$ cat config.mk
export PLATFORM = sky130hd
export DESIGN_NAME = fetch_pc_seq
export DESIGN_NICKNAME = d
export VERILOG_FILES = /design/src/rtl/fetch_pc_seq.sv
export SDC_FILE = /design/constraint.sdc
export NUM_CORES = 1
export LEC_CHECK = 0
export BUFFER_PORTS_ARGS = -buffer_cell sky130_fd_sc_hd__buf_2
export CAP_MARGIN = 0
export CORE_MARGIN = 4
export CORE_UTILIZATION = 60
export CTS_CLUSTER_DIAMETER = 50
export DETAILED_ROUTE_END_ITERATION = 7
export GPL_TIMING_DRIVEN = 1
export PLACE_DENSITY = 0.83
export SLEW_MARGIN = 30
export SYNTH_ARGS = -nofsm -noshare
export SYNTH_HDL_FRONTEND = slang
export SYNTH_SLANG_ARGS = --single-unit
$ cat constraint.sdc
create_clock -name DSPCLK -period 5.4 [get_ports DSPCLK]
set_input_delay 0.81 -clock DSPCLK [delete_from_list [all_inputs] [get_ports DSPCLK]]
set_output_delay 0.81 -clock DSPCLK [all_outputs]
set_load 0.01 [all_outputs]
$ cat src/rtl/fetch_pc_seq.sv
// Fetch-address sequencer: owns IFA, merges BTB predictions, a circular
// return-address stack and execute-stage redirects into the next fetch address.
module fetch_pc_seq #(
  parameter int unsigned    AW        = 14,
  parameter int unsigned    RAS_DEPTH = 4,
  parameter int unsigned    FLUSH_CYC = 1,
  parameter logic [AW-1:0]  RESET_PC  = '0
) (
  input  logic          DSPCLK,
  input  logic          T_RST,
  input  logic          GO_F,
  input  logic          BTaken_I,
  input  logic          RTaken_I,
  input  logic [AW-1:0] Bt_I,
  input  logic          CALL_I,
  input  logic          Redir_E,
  input  logic [AW-1:0] RedirA_E,
  output logic [AW-1:0] IFA,
  output logic [AW-1:0] IFA_nx,
  output logic          PPclr_h,
  output logic          RAS_empty,
  output logic          RAS_full
);

  localparam int unsigned PW = $clog2(RAS_DEPTH);
  localparam int unsigned CW = PW + 1;

  typedef enum logic [1:0] {RST_S, RUN, FLUSH} state_t;

  state_t          state_q, state_d;
  logic [2:0]      flush_cnt_q, flush_cnt_d;
  logic [AW-1:0]   ifa_q, ifa_d;
  logic            ppclr_q, ppclr_d;
  logic [PW-1:0]   ras_ptr_q, ras_ptr_d;
  logic [CW-1:0]   ras_cnt_q, ras_cnt_d;
  logic [AW-1:0]   ras_mem_q [RAS_DEPTH];
  logic [AW-1:0]   ras_mem_d [RAS_DEPTH];

  logic            ras_empty, ras_full, ras_en, do_push, do_pop, running;
  logic [AW-1:0]   seq_pc, ras_top;

  assign ras_empty = (ras_cnt_q == '0);
  assign ras_full  = (ras_cnt_q == CW'(RAS_DEPTH));
  assign running   = (state_q == RUN);
  assign seq_pc    = ifa_q + AW'(1);
  assign ras_top   = ras_mem_q[ras_ptr_q];
  assign ras_en    = GO_F && running && !Redir_E;
  assign do_push   = ras_en && CALL_I;
  assign do_pop    = ras_en && RTaken_I && !ras_empty;

  always_comb begin
    state_d     = state_q;
    flush_cnt_d = flush_cnt_q;
    unique case (state_q)
      RST_S:   state_d = RUN;
      RUN:     state_d = RUN;
      FLUSH: begin
        if (flush_cnt_q == '0) state_d = RUN;
        else                   flush_cnt_d = flush_cnt_q - 3'd1;
      end
      default: state_d = RST_S;
    endcase
    if (Redir_E) begin
      state_d     = FLUSH;
      flush_cnt_d = 3'(FLUSH_CYC - 1);
    end
  end

  // Pipeline clear is a registered decode of the next state, so no input reaches PPclr_h combinationally.
  assign ppclr_d = (state_d != RUN);

  always_comb begin
    ifa_d = seq_pc;
    if (Redir_E)                   ifa_d = RedirA_E;
    else if (!GO_F || !running)    ifa_d = ifa_q;
    else if (RTaken_I && !ras_empty) ifa_d = ras_top;
    else if (BTaken_I)             ifa_d = Bt_I;
  end

  // The pointer marks the top; a push into a full stack wraps onto the oldest slot.
  always_comb begin
    ras_mem_d = ras_mem_q;
    ras_ptr_d = ras_ptr_q;
    ras_cnt_d = ras_cnt_q;
    if (do_push && do_pop) begin
      ras_mem_d[ras_ptr_q] = seq_pc;
    end else if (do_push) begin
      ras_ptr_d            = ras_ptr_q + PW'(1);
      ras_mem_d[ras_ptr_d] = seq_pc;
      if (!ras_full) ras_cnt_d = ras_cnt_q + CW'(1);
    end else if (do_pop) begin
      ras_ptr_d = ras_ptr_q - PW'(1);
      ras_cnt_d = ras_cnt_q - CW'(1);
    end
  end

  always_ff @(posedge DSPCLK or posedge T_RST) begin
    if (T_RST) begin
      state_q     <= RST_S;
      flush_cnt_q <= '0;
      ifa_q       <= RESET_PC;
      ppclr_q     <= 1'b1;
      ras_ptr_q   <= '0;
      ras_cnt_q   <= '0;
      ras_mem_q   <= '{default: '0};
    end else begin
      state_q     <= state_d;
      flush_cnt_q <= flush_cnt_d;
      ifa_q       <= ifa_d;
      ppclr_q     <= ppclr_d;
      ras_ptr_q   <= ras_ptr_d;
      ras_cnt_q   <= ras_cnt_d;
      ras_mem_q   <= ras_mem_d;
    end
  end

  assign IFA       = ifa_q;
  assign IFA_nx    = ifa_d;
  assign PPclr_h   = ppclr_q;
  assign RAS_empty = ras_empty;
  assign RAS_full  = ras_full;

endmodule

==> Word-level counts from Yosys, hierarchy flattened <==
Cells that the tools add are included.
{ "op_classes": {"add_sub_neg": 6, "n_lt_le_gt_ge": 4, "eq_ne": 6, "mux": 26, "n_bitwise": 3, "reduce_logical": 24} }
{ "ops": {"columns": ["operator", "count"], "rows": [
  ["$bwmux 56", 2],
  ["$mux 14", 8],
  ["$mux 56", 2],
  ["$demux 14 s2", 2],
  ["$bmux 14 s2", 1],
  ["$mux 3", 6],
  ["$add 14x1->14 const B", 1],
  ["$logic_and 1x1->1", 9],
  ["$mux 2", 4],
  ["$ge 3x3->1 const B", 2],
  ["$logic_not 3->1", 2],
  ["$lt 3x1->1 const B", 2],
  ["$not 2->3", 2],
  ["$reduce_bool 2->1", 3],
  ["$sub 3x1->3 const B", 2],
  ["$logic_not 1->1", 4],
  ["$ne 2x2->1 const B", 2],
  ["$pmux 2 s2", 1],
  ["$reduce_and 2->1", 2],
  ["$add 3x1->3 const B", 1],
  ["$eq 3x3->1 const B", 1],
  ["$reduce_and 3->1", 1],
  ["$add 2x1->2 const B", 1],
  ["$eq 2x1->1 const B", 1],
  ["other kinds (7)", 7]
]} }
{ "totals": {"reg_bits": 81, "in_bits": 35} }

==> Logic depth before layout (Yosys ltp) <==
{ "depth": {"ltp_word": 9, "ltp_mapped": 12, "ltp_nobuf": 8} }

==> Least setup slack after synthesis <==
Ideal clock, no wire load.
{ "synth_path": {"path_kind": "input-to-reg", "startpoint": "input port Redir_E", "endpoint": "register ras_mem_q[0] (netlist name)", "setup_ns": 0.136, "arrival_ns": 2.720, "setup_slack_ns": 2.544, "cell_stages": 11, "cell_sequence": "buf_2 -> and4bb_4 -> buf_6 -> nand2_1 -> inv_1 -> ha_1 -> clkbuf_1 -> mux2_2 -> nand3_4 -> clkbuf_1 -> o21ai_0"} }
{ "synth_between": {"elab_chain_len": 6, "word_cells_on_any_way": 8, "cone_classes": "mux (1); reduce/logical (7)"} }
{ "synth_lines": {"columns": ["element", "line", "text"], "rows": [
  ["from (decl)", "16", "input logic Redir_E,"],
  ["$logic_not 1->1 (*)", "47", "assign ras_en = GO_F && running && !Redir_E;"],
  ["$logic_and 1x1->1 (*)", "47", null],
  ["$logic_and 1x1->1 (2 in a row)", "49", "assign do_pop = ras_en && RTaken_I && !ras_empty;"],
  ["$logic_and 1x1->1", "85", "if (do_push && do_pop) begin"],
  ["$mux 56 or $reduce_bool 2->1 (tied branches)", null, null],
  ["to (signal assigned)", "113", "ras_mem_q <= ras_mem_d;"],
  ["to (decl)", "36", "logic [AW-1:0] ras_mem_q [RAS_DEPTH];"]
]} }
Every way passes the cells marked *; elsewhere a longest branch is shown, timed or not.
A chain may end at the register's enable or synchronous reset.

==> Worst setup path after layout <==
{ "layout_path": {"startpoint": "register ifa_q[0] (netlist: IFA[0])", "endpoint": "output port IFA_nx[13]"} }
{ "layout_between": {"elab_chain_len": 5} }
{ "layout_lines": {"columns": ["element", "line", "text"], "rows": [
  ["from (decl)", "32", "logic [AW-1:0] ifa_q, ifa_d;"],
  ["from (signal assigned)", "109", "ifa_q <= ifa_d;"],
  ["$add 14x1->14", "45", "assign seq_pc = ifa_q + AW'(1);"],
  ["$mux 14", "77", "else if (BTaken_I) ifa_d = Bt_I;"],
  ["$mux 14", "76", "else if (RTaken_I && !ras_empty) ifa_d = ras_top;"],
  ["$mux 14", "75", "else if (!GO_F || !running) ifa_d = ifa_q;"],
  ["$mux 14", "74", "if (Redir_E) ifa_d = RedirA_E;"],
  ["to (decl)", "19", "output logic [AW-1:0] IFA_nx,"]
]} }
Every way passes these cells.

==> impl_metrics.py <==
metrics = {
    "timing": {
        "finalMaxSlewViolations": 0,
        "hold_ws_ns": 0.4858,
        "rsz0062_at_grt": "false",
        "setup_ws_ns": 1.928,
        "fmax_mhz": 288.0,
        "report.final.hold_viol_count": 0,
        "tightest_slew_ns": 0.9146,
        "finalSetupViolCount": 0,
        "finalCriticalPeriod_ns": 3.472,
        "setup_tns_ns": 0,
        "fin_skew_ns": 0.009353,
        "slew_headroom_pct": 39.03,
        "post-route-period-util_pct": 64.30,
    },
    "placement": {
        "numPortBuffers": 65,
        "gp_congestion": 0.8178,
        "place_inst": 570,
        "dp_hpwl_mm": 7.451,
        "dpl_worst_slack_ns": 2.091,
        "postPlaceCellArea_um2": 4787,
    },
    "yosys": {
        "yosysSeqAreaShare_pct": 45.25,
        "synthMuxAreaShare_pct": 8.515,
        "synth_top_area_share_pct": 44.67,
        "yosys-top-cells-area": "dfrtp_1, mux4_2, o21ai_0, nand2_1, ha_1",
        "ys.flop_type": "dfrtp_1",
        "synthSimpleGateAreaFrac_pct": 15.88,
        "postSynthAreaPerCell_um2": 10.30,
        "synth_top_family_by_area": "compound AO/OA/AOI/OAI gates",
        "synth_enable_flop_cells": 0,
        "ys_async_sr_fraction_pct": 100.0,
        "syn_area_um2": 4482,
        "synth-compound-area-share_pct": 19.15,
        "synth_area_leader_cell": "dfrtp_1",
        "yosysWarnings": 0,
        "synth_cell_types": 61,
        "netlist_instances": 435,
        "synth-seq-cells": 81,
        "synth_xor_area_share_pct": 2.150,
        "synthesis.nets": 483,
        "synth_fa_ha_area_share_pct": 3.797,
    },
    "floorplan": {
        "die_area_um2": 8916,
        "coreArea_um2": 7253,
        "die_h_um": 94.43,
        "io_pins": 66,
        "row_count": 31,
        "start_util_pct": 61.79,
        "die_w_um": 94.43,
    },
    "cts": {
        "path_clk_slew_ns": 0.09,
        "post_cts_buffers": 0,
        "cts_tree": "built",
        "root_buffer": "clkbuf_8",
        "ctsResizeCount": 0,
        "clk_path_buf_depth": 2,
        "cts_buffers": 9,
        "cts_hold_buf": 0,
        "clk_latency_ns": 0.36,
        "cts_max_level": 3,
        "cts.sink_count": 81,
    },
    "final_layout": {
        "antennaDiodeCount": 0,
        "num-fill-cells": 538,
        "fin_cells": 586,
        "area_growth_pct": 12.03,
        "multiInputGateArea_um2": 2218,
        "nets": 530,
        "final_util_pct": 69.23,
        "final-seq-area_um2": 2029,
        "drive_above_1_share_pct": 24.44,
        "fin_area_um2": 5021,
    },
    "worst_hold_path": {
        "hold_class": "reg -> reg",
    },
    "worst_setup_path": {
        "arrival_ns": 2.66,
        "cp.required_ns": 4.59,
        "critPathMaxFanout": 12,
        "worstSetupEndpointType": "primary output",
        "critical_path_class": "reg -> out",
        "start_kind": "flip-flop",
    },
    "grt": {
        "use_met2_pct": 39.30,
        "grt_pass1_wl_mm": 17.71,
        "grt_pass1_vias": 3505,
        "overflow": 0,
        "grt_max_degree": 82,
        "use_met3_pct": 4.223,
        "met1_usage_pct": 36.52,
        "antenna_found_initial": 0,
        "top_usage_layer": "met2",
        "grt_use_total_pct": 25.51,
    },
    "job": {
        "cap_violations": 0,
    },
    "route": {
        "routed_wl_mm": 10.95,
        "drc_errors": 0,
        "vias": 3715,
        "via_per_inst": 6.340,
        "drt_iter0_drc": 321,
        "avgRoutedWirePerCell_um": 18.68,
        "firstDrtPassIters": 5,
        "ant_nets": 0,
    },
    "power_and_ir_drop": {
        "power_mw": 2.240,
        "power_density_nw_per_um2": 446.1,
        "ir_worst_vdd_mv": 0.1874,
        "power_leakage_nw": 2.263,
    },
    "outcome": {
        "status": "finished, final reports clean",
    },
}
-- power by group --
| part | internal, mW | total, mW | switching [mW] |
|---|---|---|---|
| Combinational | 0.347 | 0.698 | 0.351 |
| Sequential | 0.809 | 1.02 | 0.212 |
| Clock | 0.271 | 0.521 | 0.250 |
-- worst paths after layout --
| path | from | endpoint | slack (ns) | depth (start not counted) |
|---|---|---|---|---|
| hold reg to reg | ras_mem_q[46]$_DFFE_PP0P_ | ras_mem_q[46]$_DFFE_PP0P_ | 0.49 | 2 |
| hold / removal | ras_mem_q[46]$_DFFE_PP0P_ | ras_mem_q[46]$_DFFE_PP0P_ | 0.49 | 2 |
| max in group asynchronous | T_RST | ras_ptr_q[1]$_DFFE_PP0P_ | 4.25 | 3 |
| setup reg to reg | ras_cnt_q[0]$_DFFE_PP0P_ | ras_mem_q[29]$_DFFE_PP0P_ | 2.58 | 8 |
| setup / recovery | IFA[0]$_DFF_PP0_ | IFA_nx[13] | 1.93 | 5 |
| min in group asynchronous | T_RST | flush_cnt_q[1]$_DFFE_PP0P_ | 0.62 | 3 |
-- sequential cells by signal, summed over array words and instances, names as in the netlist --
name         count
ras_mem_q       56
IFA             14
flush_cnt_q      3
ras_cnt_q        3
ras_ptr_q        2
state_q          2
PPclr_h          1
-- cells by family after synthesis --
kind of cell,count (synthesis)
flip-flops,81
buffers and inverters,50
XOR/XNOR,11
AND/OR/NAND/NOR,130
adder cells (fa/ha/maj),13
AO/OA/AOI/OAI,130
multiplexers,20
-- Yosys cell counts, drive strengths merged, types with 2 or more instances --
master	number
o211ai	3
nand2b	10
nand4	4
mux4	14
nor3b	3
nand3	9
nor4	6
o221ai	4
xor2	6
o21a	5
buf	21
nand2	61
a21o	3
or2	2
o31ai	4
ha	12
inv	19
nor2	16
nor3	7
mux2	5
o311ai	6
o31a	5
a21oi	16
a221oi	4
xnor2	5
or3	5
a311o	2
nor2b	2
o2bb2ai	14
o21ai	55
clkbuf	10
dfrtp	80
-- cell type report --
type | instances | share of cell area [%]
inverter | 19 | 1.445
tap | 99 | 2.467
multi-input combinational | 304 | 44.18
timing repair buffer | 67 | 6.853
clock buffer | 9 | 2.467
clock inverter | 7 | 2.168
sequential | 81 | 40.42
-- critical path: stages (launching register included) --
cell and delay [ns]:
dfrtp_1 0.58, nand3_2 0.36, nor4_4 0.42, mux2_2 0.37, o32ai_1 0.36, buf_2 0.20
-- metal layers --
layer,up-vias,wire length [um]
met5,-,0
met4,0,212
met3,19,877
met2,172,5185
met1,1841,4672
li1,1683,-
-- cells in the final DEF, fill, tap and decap left out, drive strengths merged, types with 3 or more instances in the layout --
cell type  netlist  final
ha              12     12
nor2            16     16
o31ai            4      4
nor3             7      7
nand4            4      4
mux2             5      5
dfrtp           80     80
o21a             5      5
o21ai           55     55
inv             19     22
nor4             6      6
o31a             5      5
o211ai           3      3
xor2             6      6
nand2b          10     10
a21oi           16     16
a221oi           4      4
o2bb2ai         14     14
nor3b            3      3
nand2           61     61
or3              5      5
o221ai           4      4
o311ai           6      6
clkbuf          10      9
nand3            9      9
buf             21     67
mux4            14     14
a21o             3      3
xnor2            5      5
Note: power is estimated with default switching activity, not from simulation.
